<file path="src/rtl/rsa_pkg.sv">
// Shared constants for the RSA operand loader: operand indices, header field
// positions and FSM state encoding.
package rsa_pkg;

   localparam int OP_R2    = 0;
   localparam int OP_N     = 1;
   localparam int OP_M     = 2;
   localparam int OP_PHI_N = 3;
   localparam int OP_EI    = 4;
   localparam int NUM_OPS  = 5;

   // Header word layout: op_id in the low bits, len starting at bit 16
   localparam int OP_ID_W     = 3;
   localparam int HDR_OP_LSB  = 0;
   localparam int HDR_LEN_LSB = 16;

   localparam logic [1:0] S_HDR  = 2'd0;
   localparam logic [1:0] S_DATA = 2'd1;
   localparam logic [1:0] S_SKIP = 2'd2;
   localparam logic [1:0] S_DONE = 2'd3;

   // Out-of-range ids shift the bit off the top and yield an all-zero mask
   function automatic logic [NUM_OPS-1:0] op_onehot(input logic [OP_ID_W-1:0] id);
      return NUM_OPS'(1) << id;
   endfunction

endpackage

</file>
<file path="src/rtl/rsa_operand_loader_if.sv">
// Host word stream (valid/ready) feeding the operand loader.
interface rsa_operand_loader_if #(
   parameter int WORD_W = 32
) ();
   logic [WORD_W-1:0] s_data;
   logic              s_valid;
   logic              s_ready;

   modport master (output s_data, output s_valid, input  s_ready);
   modport slave  (input  s_data, input  s_valid, output s_ready);
endinterface

</file>
<file path="src/rtl/rsa_operand_loader.sv">
// Parses header+payload packets from the host and steers payload words into
// five operand FIFOs with a registered one-hot write strobe.
module rsa_operand_loader
   import rsa_pkg::*;
#(
   parameter int WORD_W    = 32,
   parameter int MAX_WORDS = 128,
   parameter int LEN_W     = 8
) (
   input  logic                     clka,
   input  logic                     rst,
   rsa_operand_loader_if.slave      host,
   input  logic                     clear,
   output logic [WORD_W-1:0]        fifo_din,
   output logic [NUM_OPS-1:0]       fifo_wr_en,
   output logic [NUM_OPS*LEN_W-1:0] op_len,
   output logic [NUM_OPS-1:0]       loaded_mask,
   output logic                     load_done,
   output logic                     err,
   output logic                     busy
);

   localparam logic [LEN_W-1:0] MAX_LEN = LEN_W'(MAX_WORDS);

   logic [1:0]         state;
   logic [1:0]         state_nxt;
   logic [OP_ID_W-1:0] op_q;
   logic [LEN_W-1:0]   len_q;
   logic [LEN_W-1:0]   rem_cnt;
   logic               ready;

   logic               accept;
   logic [OP_ID_W-1:0] hdr_op;
   logic [LEN_W-1:0]   hdr_len;
   logic               len_zero;
   logic               hdr_ok;
   logic               last_word;
   logic [NUM_OPS-1:0] new_mask;

   assign accept    = host.s_valid && ready;
   assign hdr_op    = host.s_data[HDR_OP_LSB +: OP_ID_W];
   assign hdr_len   = host.s_data[HDR_LEN_LSB +: LEN_W];
   assign len_zero  = (hdr_len == '0);
   // A duplicate is a header whose operand bit is already set in the mask
   assign hdr_ok    = (hdr_op < OP_ID_W'(NUM_OPS)) && !len_zero && (hdr_len <= MAX_LEN)
                      && ((loaded_mask & op_onehot(hdr_op)) == '0);
   assign last_word = (rem_cnt == len_q - 1'b1);
   assign new_mask  = loaded_mask | op_onehot(op_q);

   always_ff @(posedge clka or posedge rst) begin
      if (rst) state <= S_HDR;
      else     state <= state_nxt;
   end

   always_comb begin
      state_nxt = state;
      if (clear) begin
         state_nxt = S_HDR;
      end else begin
         case (state)
            S_HDR: begin
               if (accept) begin
                  if (hdr_ok)        state_nxt = S_DATA;
                  else if (len_zero) state_nxt = S_HDR;
                  else               state_nxt = S_SKIP;
               end
            end
            S_DATA: begin
               if (accept && last_word)
                  state_nxt = (new_mask == '1) ? S_DONE : S_HDR;
            end
            S_SKIP: begin
               if (accept && last_word) state_nxt = S_HDR;
            end
            default: state_nxt = state;
         endcase
      end
   end

   always_comb begin
      ready = (state != S_DONE);
      busy  = (state != S_HDR);
   end

   assign host.s_ready = ready;
   assign load_done    = (loaded_mask == '1);

   // Write strobe, per-operand lengths and mask all update on the accept edge
   always_ff @(posedge clka or posedge rst) begin
      if (rst) begin
         fifo_din    <= '0;
         fifo_wr_en  <= '0;
         op_len      <= '0;
         loaded_mask <= '0;
         err         <= 1'b0;
         op_q        <= '0;
         len_q       <= '0;
         rem_cnt     <= '0;
      end else if (clear) begin
         fifo_wr_en  <= '0;
         op_len      <= '0;
         loaded_mask <= '0;
         err         <= 1'b0;
         op_q        <= '0;
         len_q       <= '0;
         rem_cnt     <= '0;
      end else begin
         fifo_wr_en <= '0;
         case (state)
            S_HDR: begin
               if (accept) begin
                  rem_cnt <= '0;
                  if (hdr_ok) begin
                     op_q  <= hdr_op;
                     len_q <= hdr_len;
                  end else begin
                     err <= 1'b1;
                     if (!len_zero) len_q <= hdr_len;
                  end
               end
            end
            S_DATA: begin
               if (accept) begin
                  fifo_wr_en <= op_onehot(op_q);
                  fifo_din   <= host.s_data;
                  rem_cnt    <= rem_cnt + 1'b1;
                  if (last_word) begin
                     op_len[int'(op_q)*LEN_W +: LEN_W] <= len_q;
                     loaded_mask                       <= new_mask;
                  end
               end
            end
            S_SKIP: begin
               if (accept) rem_cnt <= rem_cnt + 1'b1;
            end
            default: ;
         endcase
      end
   end

endmodule
</file>
<file path="src/flat_wrapper.sv">
// flat-port wrapper written by rule: the top's interface ports become plain ports
module rsa_operand_loader_flat import rsa_pkg::*;
#(
   parameter int WORD_W    = 32,
   parameter int MAX_WORDS = 128,
   parameter int LEN_W     = 8
)
  (clka, rst, clear, fifo_din, fifo_wr_en, op_len, loaded_mask, load_done, err, busy, host_s_data, host_s_valid, host_s_ready);
  rsa_operand_loader_if #(.WORD_W(WORD_W)) host_i ();
  input  logic clka;
  input  logic rst;
  input  logic clear;
  output logic [WORD_W-1:0] fifo_din;
  output logic [NUM_OPS-1:0] fifo_wr_en;
  output logic [NUM_OPS*LEN_W-1:0] op_len;
  output logic [NUM_OPS-1:0] loaded_mask;
  output logic load_done;
  output logic err;
  output logic busy;
  input wire logic [$bits(host_i.s_data)-1:0] host_s_data;
  input wire logic [$bits(host_i.s_valid)-1:0] host_s_valid;
  output wire logic [$bits(host_i.s_ready)-1:0] host_s_ready;
  assign host_i.s_data = host_s_data;
  assign host_i.s_valid = host_s_valid;
  assign host_s_ready = host_i.s_ready;
  rsa_operand_loader #(.WORD_W(WORD_W), .MAX_WORDS(MAX_WORDS), .LEN_W(LEN_W)) u_core (.clka(clka), .rst(rst), .host(host_i), .clear(clear), .fifo_din(fifo_din), .fifo_wr_en(fifo_wr_en), .op_len(op_len), .loaded_mask(loaded_mask), .load_done(load_done), .err(err), .busy(busy));
endmodule
</file>
<file path="config.mk">
export PLATFORM = sky130hd
export DESIGN_NAME = rsa_operand_loader_flat
export DESIGN_NICKNAME = d
export VERILOG_FILES = /design/src/rtl/rsa_pkg.sv /design/src/rtl/rsa_operand_loader_if.sv /design/src/rtl/rsa_operand_loader.sv /design/src/flat_wrapper.sv
export SDC_FILE = /design/constraint.sdc
export NUM_CORES = 1
export LEC_CHECK = 0
export CAP_MARGIN = 10
export CORE_UTILIZATION = 39
export CTS_CLUSTER_SIZE = 40
export DETAILED_ROUTE_END_ITERATION = 10
export HOLD_SLACK_MARGIN = 0.02
export PLACE_DENSITY = 0.61
export SYNTH_ARGS = -nofsm -noshare
export SYNTH_HDL_FRONTEND = slang
export SYNTH_SLANG_ARGS = --single-unit
export TNS_END_PERCENT = 30
</file>
<file path="constraint.sdc">
create_clock -name clka -period 3.6 [get_ports clka]
set_input_delay 0.36 -clock clka [delete_from_list [all_inputs] [get_ports clka]]
set_output_delay 0.36 -clock clka [all_outputs]
set_load 0.1 [all_outputs]
</file>
======== Word level (Yosys, flattened, before mapping) ========
Index checks and enable logic that the tools add are counted.
operators by class
  add/sub/neg operators ................... 3
  magnitude comparators ................... 2
  eq/ne operators ......................... 12
  shift operators ......................... 4
  multiplexer cells ....................... 37
  bitwise gates (word level) .............. 3
  reduce and logical (&&, ||, !) cells .... 25
operators with widths
  cell                     number
  $mux 40                  4
  $mux 8                   8
  $bwmux 40                1
  $shift 8x33->40 const A  1
  $shiftx 8x33->40         1
  $mux 5                   7
  $neg 6->33               1
  $reduce_and 3->1         6
  $pmux 8 s2               1
  $mux 2                   7
  $mux 3                   4
  $reduce_bool 2->1        6
  $eq 5x5->1 const B       2
  $shl 1x3->5 const A      2
  $ne 3x2->1 const B       3
  $add 8x1->8 const B      1
  $eq 8x8->1               1
  $le 8x8->1 const B       1
  $logic_not 8->1          1
  $sub 8x1->8 const B      1
  $pmux 2 s3               1
  $and 5x5->5              1
  $logic_and 1x1->1        5
  $logic_not 5->1          1
  other kinds (15)         19
word-level totals
  register bits ........................... 104
  output and inout bits ................... 86

======== Logic depth before layout (Yosys ltp) ========
  depth after elaboration ................. 9
  depth in mapped cells ................... 10

======== Worst setup path after synthesis ========
Ideal clock, no wire load.
  path kind ............................... reg2out
  start point ............................. reg u_core.loaded_mask[2]
  end point ............................... out load_done
  arrival time ............................ 2.389 ns
  path slack .............................. 0.851 ns
  cell stages (with the launch flop) ...... 3
  path buffers ............................ 0
  cells stage by stage .................... dfrtp_1 > nand3_1 > nor2_1
on the way
  cells in the longest elaborated chain, start to end .. 1
RTL lines
  item                    line                       text
  from (decl)             rsa_operand_loader.sv:17   output logic [NUM_OPS-1:0] loaded_mask,
  from (signal assigned)  rsa_operand_loader.sv:129  loaded_mask <= new_mask;
  $eq 5x5->1              rsa_operand_loader.sv:86   assign load_done = (loaded_mask == '1);
  to (decl)               flat_wrapper.sv:17         output logic load_done;
No other way between the ends.

======== Worst setup path after layout ========
  start point ............................. reg u_core.len_q[0]
  end point ............................... reg u_core.op_len[17]
on the way
  cells in the longest elaborated chain, start to end .. 6
  elaborated cells on any way between the ends .. 10
RTL lines
  item                                                 line                       text
  from (decl)                                          rsa_operand_loader.sv:28   logic [LEN_W-1:0] len_q;
  from (signal assigned)                               rsa_operand_loader.sv:115  len_q <= hdr_len;
  from (signal assigned)                               rsa_operand_loader.sv:118  if (!len_zero) len_q <= hdr_len;
  branches (longest 6 deep; another with $sub 8x1->8)  -
  to (signal, indexed assignment)                      rsa_operand_loader.sv:128  op_len[int'(op_q)*LEN_W +: LEN_W] <= len_q;
  to (decl)                                            rsa_operand_loader.sv:16   output logic [NUM_OPS*LEN_W-1:0] op_len,
Several ways; the timed one is not identified. The select of a mux whose other input is x is not followed.
A chain may end at the register's enable or synchronous reset.

==> out/metrics.cfg <==
[yosys]
synth.avg_cell_area_um2 = 11.5
yosysWarningCount = 0
yosysMostFrequentCell = dfrtp_1
syn-num-nets = 489
synth_area_um2 = 5060
synth_edf_count = 0
synth-seq-cells = 104
async_flop_share_pct = 100
synth-seq-area-share_pct = 51.5
synth_common_cells = dfrtp_1 (104), nand2b_1 (43), mux2_2 (37)
synthFlopType = dfrtp_1
synth.largest_area_cell = dfrtp_1
synth.distinct_cells = 57
post-synth-top-area-fraction_pct = 51.5
syn_inst = 441
synthTopCellsByArea = dfrtp_1 (51%), mux2_2 (8.2%), mux2i_1 (6.9%), nand2b_1 (5.3%), ha_1 (3.0%)

[floorplan]
boundaryPins = 122
chipHeight_um = 116
die_w_um = 116
dieArea_um2 = 13400
core.rowCount = 41
initial_core_util_pct = 40.1
coreArea_um2 = 12600

[clocking]
clkTransAtPathRegs_ps = 70
clockBufferDepth = 2
cts_sinks = 104
cts_setup_buffers = 0
cts_resized = 0
htreeDepth = 3
ctsHoldBuffers = 0
cts_buffers = 9
tritoncts = yes
clockRootBuffer = clkbuf_16
clock_latency_ps = 350

[route]
drt-initial-drc-count = 129
wire_per_inst_um = 16.3
drt_pre_antenna_iters = 4
num_vias = 3698
finalWirelength_um = 11900
ant_nets = 0
drc = 0
routed_via_density = 5.05

[timing]
rsz0062_at_grt = no
finalCritPeriodShare_pct = 81.6
setup_viol = 0
fin_setup_tns_ps = 0
setup_ws_ps = 663
hold_slack_ps = 486
fin_skew_ps = 7.76
slew_headroom_pct = 32.3
hold_viol_final = 0
min_period_ps = 2940
drv_slew = 0
max_freq_ghz = 0.340
worst_pin_slew_ps = 1010

[setup_path]
crit_fanout = 9
path_depth = 8
arrival_ps = 3170
worst_r2r_endpoint = u_core.op_len[17]
reg2regPathDepth = 8
crit_family = compound AO/OA/AOI/OAI gates
worstPathCellList = inv_1 > ha_1 > o21bai_1 > a2111oi_1 > a311oi_2 > a2111oi_4 > a41oi_4 > a22o_1
end_kind = flip-flop
critPathCapture = u_core.op_len[17]
cp-startpoint = u_core.len_q[0]
cp.buffers_inverters = 1
startpoint_type = flip-flop
worst_path_max_delay_cell = a2111oi_4
cpPeakStageDelay_ps = 580
critPathKind = flip-flop to flip-flop
r2r_start = u_core.len_q[0]
crit_required_ps = 3830
ff2ff_setup_slack_ps = 660

[power_and_ir_drop]
p_leak_nw = 2.96
power-per-cell-area_nw_per_um2 = 758
power.total_mw = 5.11
ir_drop_uv = 819

[placed_design]
hpwl_um = 8610
gp_congestion = 0.813
place_inst = 717
pre_cts_slack_ps = 714
io_buffers = 121
postPlaceCellArea_um2 = 6430

[status]
outcome = complete, no violations

[layout]
synthToLayoutAreaGrowth_pct = 33.4
fillers = 1152
instances_no_fill = 733
final_util_pct = 53.4
n_antenna_cell = 0
drive_gt1_share_pct = 13.2
post-route-cell-area_um2 = 6740
nNetsFinal = 604

[global_route]
grt_max_degree = 58
grt_pass1_wl_um = 19700
antenna_found_initial = 0
grt_overflow = 0
grt_util_all_layers_pct = 19.2
grt_pass1_vias = 3750

[run]
drv_cap = 0

[worst_hold_path]
hold_class = input pin to async pin

## how the worst min path moves through the flow
stage / start / end / slack (ps) / cells past startpoint
finish: rst / u_core.rem_cnt[1] / 490 / 2
global route: u_core.fifo_din[3] / u_core.fifo_din[3] / 520 / 1
CTS: u_core.fifo_din[7] / u_core.fifo_din[7] / 510 / 1
detailed placement: u_core.fifo_din[12] / u_core.fifo_din[12] / 500 / 1
global placement: u_core.err / u_core.err / 480 / 2
floorplan: host_s_data[19] / u_core.len_q[3] / 510 / 2
## sequential cells by signal (all words and copies together), names as in the netlist
register            flops
u_core.loaded_mask      5
u_core.err              1
u_core.state            2
u_core.op_q             3
u_core.op_len          40
u_core.len_q            8
u_core.fifo_wr_en       5
u_core.fifo_din        32
u_core.rem_cnt          8
## per-layer routing
metal / track usage [%] / vias up / wire length [um]
met2: 29.8 / 128 / 5420
met4: 7.61 / 0 / 206
met1: 24.7 / 1795 / 5270
met5: 0 / - / 0
li1: - / 1761 / -
met3: 6.43 / 14 / 1040
## area by class of cell
cell class | count | area [um^2] | share of cell area, %
clock buffer | 12 | 267 | 3.95
clock inverter | 4 | 51.3 | 0.761
timing repair buffer | 125 | 1250 | 18.5
inverter | 12 | 47.5 | 0.705
multi-input combinational | 304 | 2310 | 34.3
sequential | 104 | 2600 | 38.6
tap | 172 | 215 | 3.19
## kinds of logic after synthesis
| kind of cell | count (synthesis) | synth area share [%] |
|---|---|---|
| and+or+nand+nor | 150 | 16.5 |
| AOI/OAI and AO/OA | 59 | 9.01 |
| xor gates and xnor gates | 10 | 1.73 |
| buffers and inverters | 33 | 2.87 |
| muxes | 73 | 15.5 |
| adders and majority gates | 12 | 2.97 |
| DFF | 104 | 51.5 |
## layout by cell type (no fill, tap or decap), types with 3 or more instances in the layout
cell,netlist,final
ha_1,12,12
dfrtp_1,104,104
nand3_1,5,5
inv_1,12,11
nand2_1,19,19
a21oi_1,15,15
a22oi_1,3,3
xnor2_1,5,5
buf_4,3,4
xor2_1,5,5
clkdlybuf4s50_1,0,119
o211ai_1,3,3
a22o_1,8,8
nor3_1,12,12
clkbuf_8,0,3
nor2_1,34,34
mux2i_1,35,35
o21ai_0,10,10
clkbuf_16,0,9
and2_1,6,6
nand2b_1,43,43
nor2b_1,8,8
mux2_2,37,37
nand3_2,3,3
## report_power, final
group	internal [mW]	switching, mW
clock	0.596	0.429
combinational	0.662	1.89
sequential	1.38	0.155
total	2.64	2.47
Note: power is estimated with default switching activity, not from simulation.
